`config.mk`:
```
export PLATFORM = sky130hd
export DESIGN_NAME = exception_controller
export DESIGN_NICKNAME = d
export VERILOG_FILES = /design/src/rtl/exception_controller.sv
export SDC_FILE = /design/constraint.sdc
export NUM_CORES = 1
export LEC_CHECK = 0
export BUFFER_PORTS_ARGS = -buffer_cell sky130_fd_sc_hd__buf_4
export CAP_MARGIN = 10
export CORE_MARGIN = 2
export CORE_UTILIZATION = 45
export DETAILED_ROUTE_END_ITERATION = 7
export GPL_TIMING_DRIVEN = 1
export PLACE_DENSITY = 0.84
export SLEW_MARGIN = 20
export SYNTH_ARGS = -nofsm -noshare
export SYNTH_HDL_FRONTEND = slang
export SYNTH_SLANG_ARGS = --single-unit
```
`constraint.sdc`:
```
create_clock -name clk -period 1.4 [get_ports clk]
set_input_delay 0.07 -clock clk [delete_from_list [all_inputs] [get_ports clk]]
set_output_delay 0.07 -clock clk [all_outputs]
set_load 0.1 [all_outputs]
```
`src/rtl/exception_controller.sv`:
```
// ARMv4 exception prioritiser/sequencer for the LEG pipeline: picks the winning
// writeback-stage exception or interrupt and emits a one-cycle one-hot vector pulse.
module exception_controller (
    input  logic       clk,
    input  logic       reset,
    input  logic       StallW,
    input  logic       InstrValidW,
    input  logic       UndefinedInstrW,
    input  logic       SWIW,
    input  logic       PrefetchAbortW,
    input  logic       DataAbortW,
    input  logic       IRQ,
    input  logic       FIQ,
    input  logic       IMaskW,
    input  logic       FMaskW,
    output logic       ExceptionTakenW,
    output logic [6:0] VectorAddressW,
    output logic [4:0] ExceptionModeW,
    output logic       ExceptionSetFW
);

    // state     | meaning
    // RESET_VEC | held in/just out of reset; pipeline flushed, reset vector next
    // IDLE      | evaluating candidates at every unstalled W cycle
    // VEC       | registered vector pulse is on the outputs this cycle
    // WAIT      | re-entry blocked until the handler's first instruction retires
    typedef enum logic [1:0] {
        RESET_VEC = 2'd0,
        IDLE      = 2'd1,
        VEC       = 2'd2,
        WAIT      = 2'd3
    } state_t;

    localparam logic [6:0] VEC_RESET = 7'b0000001;
    localparam logic [6:0] VEC_UNDEF = 7'b0000010;
    localparam logic [6:0] VEC_SWI   = 7'b0000100;
    localparam logic [6:0] VEC_PABT  = 7'b0001000;
    localparam logic [6:0] VEC_DABT  = 7'b0010000;
    localparam logic [6:0] VEC_IRQ   = 7'b0100000;
    localparam logic [6:0] VEC_FIQ   = 7'b1000000;

    localparam logic [4:0] MODE_SVC = 5'b10011;
    localparam logic [4:0] MODE_UND = 5'b11011;
    localparam logic [4:0] MODE_ABT = 5'b10111;
    localparam logic [4:0] MODE_IRQ = 5'b10010;
    localparam logic [4:0] MODE_FIQ = 5'b10001;

    state_t     state, state_d;
    logic       irq_m, irq_s, fiq_m, fiq_s;
    logic       cand_und, cand_swi, cand_pabt, cand_dabt, cand_irq, cand_fiq;
    logic [6:0] sel_vec, vec_d;
    logic [4:0] sel_mode, mode_d;
    logic       sel_setf, setf_d;
    logic       accept;

    always_ff @(posedge clk) begin
        if (reset) begin
            irq_m <= 1'b0;
            irq_s <= 1'b0;
            fiq_m <= 1'b0;
            fiq_s <= 1'b0;
        end else begin
            irq_m <= IRQ;
            irq_s <= irq_m;
            fiq_m <= FIQ;
            fiq_s <= fiq_m;
        end
    end

    // interrupts are only taken at a real instruction boundary
    assign cand_und  = UndefinedInstrW & InstrValidW;
    assign cand_swi  = SWIW & InstrValidW;
    assign cand_pabt = PrefetchAbortW & InstrValidW;
    assign cand_dabt = DataAbortW & InstrValidW;
    assign cand_irq  = irq_s & ~IMaskW & InstrValidW;
    assign cand_fiq  = fiq_s & ~FMaskW & InstrValidW;

    always_comb begin
        sel_vec  = '0;
        sel_mode = '0;
        sel_setf = 1'b0;
        if (cand_dabt) begin
            sel_vec  = VEC_DABT;
            sel_mode = MODE_ABT;
        end else if (cand_fiq) begin
            sel_vec  = VEC_FIQ;
            sel_mode = MODE_FIQ;
            sel_setf = 1'b1;
        end else if (cand_irq) begin
            sel_vec  = VEC_IRQ;
            sel_mode = MODE_IRQ;
        end else if (cand_pabt) begin
            sel_vec  = VEC_PABT;
            sel_mode = MODE_ABT;
        end else if (cand_und) begin
            sel_vec  = VEC_UNDEF;
            sel_mode = MODE_UND;
        end else if (cand_swi) begin
            sel_vec  = VEC_SWI;
            sel_mode = MODE_SVC;
        end
    end

    assign accept = (state == IDLE) & ~StallW & (sel_vec != 7'd0);

    always_comb begin
        state_d = state;
        vec_d   = '0;
        mode_d  = '0;
        setf_d  = 1'b0;
        case (state)
            RESET_VEC: begin
                state_d = WAIT;
                vec_d   = VEC_RESET;
                mode_d  = MODE_SVC;
                setf_d  = 1'b1;
            end
            IDLE: begin
                if (accept) begin
                    state_d = VEC;
                    vec_d   = sel_vec;
                    mode_d  = sel_mode;
                    setf_d  = sel_setf;
                end
            end
            VEC: state_d = WAIT;
            WAIT: begin
                if (InstrValidW & ~StallW)
                    state_d = IDLE;
            end
            default: state_d = RESET_VEC;
        endcase
    end

    always_ff @(posedge clk) begin
        if (reset) begin
            state          <= RESET_VEC;
            VectorAddressW <= '0;
            ExceptionModeW <= '0;
            ExceptionSetFW <= 1'b0;
        end else begin
            state          <= state_d;
            VectorAddressW <= vec_d;
            ExceptionModeW <= mode_d;
            ExceptionSetFW <= setf_d;
        end
    end

    // reset keeps the pipeline flushed even before the state register settles
    assign ExceptionTakenW = reset | (state == RESET_VEC) | accept;

endmodule

```
==> results of run 1 <==
[through the flow]
stage	cell area, um2	hold slack (ps)	util	TNS, ps
3_5_place_dp	876	300	0.657	0
6_report	943	-0.00225	0.707	-11.9
2_1_floorplan	677	142	-	-78.0
5_1_grt	943	0.308	0.707	-84.9
3_3_place_gp	876	281	0.657	0
4_1_cts	942	3.52	0.706	-21.9
[cell families (layout without fill, tap and decap cells)]
group / Yosys count / after routing
AO/OA/AOI/OAI: 11 / 11
buffers and inverters: 7 / 37
flip-flops: 18 / 18
AND/OR/NAND/NOR: 30 / 30
[final timing paths]
path         startpoint               to  slack (ps)  cells past startpoint
max reg2reg       fiq_s         state[0]         210                      4
min                 IRQ            irq_m      -0.002                      2
min reg2reg       irq_m            irq_s         450                      1
max               irq_s  ExceptionTakenW         -10                      4
[critical path, stage by stage, from the launching register on]
cell	delay (ps)
dfxtp_1	320
nor2b_4	130
nor4_4	330
o31ai_4	100
buf_12	170
[what timing repair did]
| action | 4_1_cts | 5_1_grt |
|---|---|---|
| resized for setup | 3 | 1 |
| pin swaps | 2 | 0 |
| hold buffers | 1 | 0 |
| hold endpoints to repair | 1 | 0 |
| setup endpoints to repair | 1 | 1 |
| buffers inserted | 1 | 0 |
[area by class of cell]
class | count | area [um2]
sequential | 18 | 363
tap | 15 | 18.8
multi-input combinational | 41 | 285
fill | 113 | 390
timing repair buffer | 27 | 218
inverter | 6 | 22.5
clock buffer | 4 | 36.3
[cells in the final DEF, fill, tap and decap left out, types with 2 or more instances in the layout]
master and instances:
a21oi_1 2, o21ai_0 3, clkbuf_4 3, nand4_1 3, nor2b_1 5, nor3_1 3
nand2b_1 3, dfxtp_1 16, nand2_1 3, buf_4 25, nor2_1 6, dfxtp_2 2
inv_1 6
[power by group]
group,internal [mW],switching [mW]
Combinational,0.0748,0.161
Clock,0.158,0.148
Sequential,0.535,0.0121
[sequential cells by signal, indices dropped and copies added (netlist names)]
signal and count:
state 2, irq_s 1, ExceptionModeW 4, fiq_m 1, irq_m 1, VectorAddressW 7
ExceptionSetFW 1, fiq_s 1
[synthesized netlist by cell type (all sizes together)]
library cell	instances
a211oi	1
a21oi	2
and2b	1
buf	1
dfxtp	18
inv	6
nand2	3
nand2b	3
nand3	1
nand4	3
nor2	6
nor2b	6
nor3	3
nor3b	1
nor4	1
o2111ai	1
o211ai	1
o21ai	3
o22ai	1
o31ai	1
o41a	1
or3	2
[routing by layer]
layer,vias to the layer above,part of all wire
li1,288,-
met1,253,0.40
met2,31,0.50
met3,2,0.089
met4,0,0.012
met5,-,0
==> results.ini, run 1 <==
[final_layout]
syn2layout_area_growth_pct = 44.4
drive_gt1_frac = 0.406
final_nets = 109
antenna_cells = 0
instances_no_fill = 111

[clock_network]
cts-root-buf = clkbuf_4
clock-sinks = 18
clk_pin_slew_ps = 90
clk_path_buf_depth = 2
htreeDepth = 1
cts_made_buffers = 3
clk_latency_ps = 290
cts_tree = built

[routing]
post_drt_via_cell_ratio = 5.17
num_vias = 574
drc = 0
routed_wl_um = 1280
antenna_left = 0
routedWlPerCell_um = 11.5
dr.first_iter.drc_count = 7
dr.pass1.iters = 4

[timing]
slew_violations = 0
hold_ws_ps = -0.00225
fin_skew_ps = 0.792
maxSlewHeadroom = 0.796
period_share = 1.01
tightest_slew_ps = 304
rsz0062_at_grt = yes
setup_slack_ps = -11.9
period_needed_ps = 1410
finalHoldViolCount = 1
setup_viol = 1
fmax_mhz = 708

[synthesis]
synth_top_area_share = 0.552
yosys.area_share.adder = 0
yosysWarningCount = 0
synthMuxAreaShare = 0
synthSimpleGateAreaFrac = 0.287
netlist_area_um2 = 653
synth_area_leaders = dfxtp_1 (55%), nor2b_1 (5.7%), inv_1 (3.4%), nor2_1 (3.4%), nor4_4 (3.3%)
ys_ff_latch = 18
synth_compound_area_frac = 0.115
seq_area_frac_synth = 0.552
postSynthCellCount = 66
synth.distinct_cells = 23
synth_top_family_by_area = simple AND/OR/NAND/NOR gates
synthXorXnorAreaFrac = 0
syn_nets = 78
syn_avg_cell_area_um2 = 9.90
yosys.area.top_type = dfxtp_1

[floorplan]
die_h_um = 42.1
die_area_um2 = 1770
start_util = 0.490
rows = 13
core_um2 = 1330
dieWidth_um = 42.1
pin_count = 26

[placed_design]
dp_cells = 105
dp_worst_setup_slack_ps = 102
port_buffers = 25
globalplace.congestion = 0.777
dpl.hpwl_um = 1020

[global_routing]
antenna_found_initial = 0
grt_pass1_vias = 528
gr-usage-met2 = 0.284
grt_max_degree = 11
grt_remaining_overflow = 0
use_met1 = 0.178
grt_first_pass_wirelength_um = 2160
use_met3 = 0.0474
grt_usage = 0.159
busiest_layer = met2

[run_status]
violations = negative hold slack, negative setup slack
status = complete, but fails checks

[worst_setup_path]
path_max_fanout = 2
cp-start-kind = register
path_class = reg2out
cp.arrival_ps = 1340
required_ps = 1330
endpoint_kind = primary output

[power_and_ir_drop]
pwr_density_cell_nw_per_um2 = 1160
peakVddDrop_v = 0.000727
p_leak_nw = 0.421
power_mw = 1.09

[job]
maxCapViolCount = 0

[min_path]
hp-class = in2reg

(Power assumes the default switching activity.)
==> run 2, diff against run 1 <==
- CORE_UTILIZATION: 45 -> 42
- PLACE_DENSITY: 0.84 -> 0.8
==> results.ini, run 2 (synthesis results as in run 1) <==
[floorplan]
core_um2 = 1490
die_area_um2 = 1890
die_h_um = 43.4
dieWidth_um = 43.4
pin_count = 26
start_util = 0.439
rows = 14

[clock_network]
htreeDepth = 1
clk_latency_ps = 290
clk_path_buf_depth = 2
cts_tree = built
clock-sinks = 18
cts-root-buf = clkbuf_4
cts_made_buffers = 3
clk_pin_slew_ps = 100

[timing]
period_needed_ps = 1430
maxSlewHeadroom = 0.800
fmax_mhz = 701
finalSetupTns_ps = -25.5
fin_skew_ps = 3.66
setup_slack_ps = -25.5
setup_viol = 1
hold_ws_ps = 16.4
period_share = 1.02
finalHoldViolCount = 0
tightest_slew_ps = 298
rsz0062_at_grt = yes
slew_violations = 0

[worst_setup_path]
endpoint_kind = primary output
r2r_start = irq_s
reg2reg_slack_ps = 210
cp-start-kind = register
regToRegEndpoint = state[0]
crit_family = simple AND/OR/NAND/NOR gates
slowest_delay_ps = 330
worst_r2r_path_depth = 4
path_max_fanout = 2
path_cells = nor2b_4, nor4_4, o31ai_4, buf_12
cpMaxStageDelayCell = nor4_4
path_class = reg2out
timing.critical_path.buf_inv = 1
cp.arrival_ps = 1360
required_ps = 1330

[routing]
antenna_left = 0
routed_wl_um = 1320
drc = 0
dr.pass1.iters = 5
routedWlPerCell_um = 11.4
num_vias = 598
dr.first_iter.drc_count = 9
post_drt_via_cell_ratio = 5.16

[final_layout]
reg_top3 = VectorAddressW (7), ExceptionModeW (4), state (2)
nFillCells = 117
final_nets = 113
largest_register = VectorAddressW
antenna_cells = 0
utilization = 0.661
largest_register_ffs = 7
syn2layout_area_growth_pct = 50.6
final_cell_mix = buf_4 (25), dfxtp_1 (17), nor2_1 (6), inv_1 (6)
drive_gt1_frac = 0.380
final_common_cell = buf_4

[global_routing]
grt_usage = 0.156
grt_remaining_overflow = 0
antenna_found_initial = 0
grt_pass1_vias = 542
grt_max_degree = 11
grt_first_pass_wirelength_um = 2150

[power_and_ir_drop]
p_leak_nw = 0.440
peakVddDrop_v = 0.000585
power_mw = 1.10
pwr_density_cell_nw_per_um2 = 1120

[run_status]
status = complete, but fails checks
violations = negative setup slack

[min_path]
hold_end = VectorAddressW[2]
hp-class = in2reg
hold_path_depth = 3
min-delay-start = SWIW

[job]
maxCapViolCount = 0

[placed_design]
port_buffers = 25
dp_worst_setup_slack_ps = 90.3
dpl.hpwl_um = 954
globalplace.congestion = 0.762

run 2: cell count changes in the layout (fill, tap and decap cells not counted):
cell,previous run,this run
dfxtp_2,2,1
dfxtp_1,16,17
dlygate4sd3_1,1,5
run 2: final cells by class:
cell class | instances | area [um2] | area share
flip-flops and latches | 18 | 362 | 0.368
repair buffers | 31 | 258 | 0.262
multi-input cells | 41 | 285 | 0.290
clock buffers | 4 | 36.3 | 0.0369
inverters | 6 | 22.5 | 0.0229
well taps | 16 | 20.0 | 0.0204
run 2: metrics by stage:
step / area [um2] / cells
3_3_place_gp: 877 / 106
6_report: 983 / 116
5_1_grt: 983 / 116
2_1_floorplan: 677 / 66
3_5_place_dp: 877 / 106
4_1_cts: 983 / 116
run 2: power breakdown:
| part | switching, mW | internal, mW |
|---|---|---|
| combinational | 0.163 | 0.0820 |
| clock | 0.154 | 0.159 |
| sequential | 0.0120 | 0.534 |
| total | 0.328 | 0.775 |
run 2: worst max-delay path by stage:
stage | slack (ps) | startpoint | depth (start not counted) | to
after floorplan | -80 | fiq_s | 3 | ExceptionTakenW
after global placement | 120 | UndefinedInstrW | 5 | ExceptionTakenW
after detailed placement | 90 | UndefinedInstrW | 5 | ExceptionTakenW
after CTS | -30 | irq_s | 4 | ExceptionTakenW
after global routing | -80 | irq_s | 4 | ExceptionTakenW
final | -30 | irq_s | 4 | ExceptionTakenW
run 2: what timing repair did:
item,4_1_cts,5_1_grt
gates resized for setup,3,0
endpoints found under the setup margin,1,1
buffers inserted,1,0
hold buffers,5,0
pin swaps,2,0
endpoints found under the hold margin,4,0
run 2: worst register-to-register path, stage by stage, from the launching register on:
cell	delay [ps]
dfxtp_1	340
nor2b_4	170
nor4_4	70
buf_4	140
o41a_2	360
run 2: metal layers:
layer / up-vias / wire (um) / share of wire / global-route usage
li1: 294 / - / - / -
met1: 273 / 497 / 0.38 / 0.159
met2: 27 / 684 / 0.52 / 0.281
met3: 4 / 113 / 0.085 / 0.0458
met4: 0 / 29 / 0.022 / 0.0909
met5: - / 0 / 0 / 0
==> run 3, diff against run 2 <==
- CELL_PAD_IN_SITES_DETAIL_PLACEMENT: unset -> 1
- CELL_PAD_IN_SITES_GLOBAL_PLACEMENT: unset -> 1
- CORE_UTILIZATION: 42 -> 30
- clock period: 1.4 -> 1.3 ns (I/O delays scaled with it)
==> results.ini, run 3 (synthesis results as in run 1) <==
[global_routing]
grt_remaining_overflow = 0
grt_first_pass_wirelength_um = 2520
grt_usage = 0.129
grt_pass1_vias = 567
antenna_found_initial = 0
grt_max_degree = 10

[timing]
fin_skew_ps = 0.989
maxSlewHeadroom = 0.770
setup_viol = 1
slew_violations = 0
fmax_mhz = 702
period_share = 1.10
finalSetupTns_ps = -124
rsz0062_at_grt = yes
tightest_slew_ps = 343
hold_ws_ps = 6.15
setup_slack_ps = -124
period_needed_ps = 1420
finalHoldViolCount = 0

[clock_network]
cts_made_buffers = 3
htreeDepth = 1
clk_latency_ps = 280
clock-sinks = 18
cts_tree = built
cts-root-buf = clkbuf_4
post_cts_buffers = 0
clk_pin_slew_ps = 90
clk_path_buf_depth = 2

[power_and_ir_drop]
power_mw = 1.11
peakVddDrop_v = 0.000501
p_leak_nw = 0.418
pwr_density_cell_nw_per_um2 = 1160

[floorplan]
die_h_um = 50.7
core_um2 = 2000
rows = 16
pin_count = 26
start_util = 0.326
dieWidth_um = 50.7
die_area_um2 = 2570

[routing]
antenna_left = 0
routedWlPerCell_um = 12.3
drc = 0
routed_wl_um = 1520
num_vias = 589
dr.pass1.iters = 4
dr.first_iter.drc_count = 6
post_drt_via_cell_ratio = 4.79

[placed_design]
port_buffers = 25
globalplace.congestion = 0.737
dp_worst_setup_slack_ps = 30.1
dpl_cell_area_um2 = 898
dp_cells = 118
dpl.hpwl_um = 1180

[final_layout]
finalInstanceArea_um2 = 956
antenna_cells = 0
final_cell_mix = buf_4 (25), dfxtp_1 (17), nor2_1 (6), inv_1 (6), nor2b_1 (5)
syn2layout_area_growth_pct = 46.4
final_nets = 110
utilization = 0.478
reg_top3 = VectorAddressW (7), ExceptionModeW (4), state (2)
largest_register_ffs = 7
final_common_cell = buf_4
instances_no_fill = 123
drive_gt1_frac = 0.396
nFillCells = 245
largest_register = VectorAddressW

[worst_setup_path]
cp.arrival_ps = 1360
required_ps = 1240
path_class = reg2out
endpoint_kind = primary output
path_max_fanout = 3
cp-start-kind = register

[min_path]
hp-class = in2reg

[job]
maxCapViolCount = 0

[run_status]
status = complete, but fails checks
violations = negative setup slack

## run 3: changes by cell type in the layout (fill, tap and decap cells not counted), sizes merged
cell,delta
dlygate4sd3,-3
clkbuf,-1
## run 3: per-layer routing
metal,vias to the layer above,global-route usage,routed length [um]
met1,282,0.162,636
li1,287,-,-
met2,20,0.217,790
met4,0,0.0405,0
met3,0,0.0298,92
met5,-,0,0
## run 3: final timing paths
path,cells past startpoint,to,slack (ps),start
max,4,ExceptionTakenW,-120,fiq_s
min,2,fiq_m,6,reset
max reg2reg,4,state[0],110,irq_s
min reg2reg,1,irq_s,460,irq_m
## run 3: timing repair
| item | CTS | global route |
|---|---|---|
| hold buffers | 2 | 0 |
| gates resized for setup | 3 | 1 |
| endpoints found under the hold margin | 2 | 0 |
| endpoints found under the setup margin | 1 | 2 |
| pin swaps | 2 | 1 |
## run 3: worst max-delay path, cell delays in order, from the launching register on
cell and delay [ps]:
dfxtp_1 320, and2b_2 220, nor4_4 260, o31ai_4 100, buf_12 180
## run 3: power by group
| part | switching [mW] | leakage, nW | internal, mW |
|---|---|---|---|
| Combinational | 0.177 | 0.256 | 0.0828 |
| Clock | 0.157 | 0.0138 | 0.107 |
| Sequential | 0.0132 | 0.148 | 0.575 |
## run 3: area by class of cell
class / instances / area (um2) / area share
clock buffers: 3 / 22.5 / 0.0236
inverters: 6 / 22.5 / 0.0236
multi-input cells: 41 / 288 / 0.301
flip-flops and latches: 18 / 362 / 0.378
well taps: 27 / 33.8 / 0.0353
repair buffers: 28 / 228 / 0.238
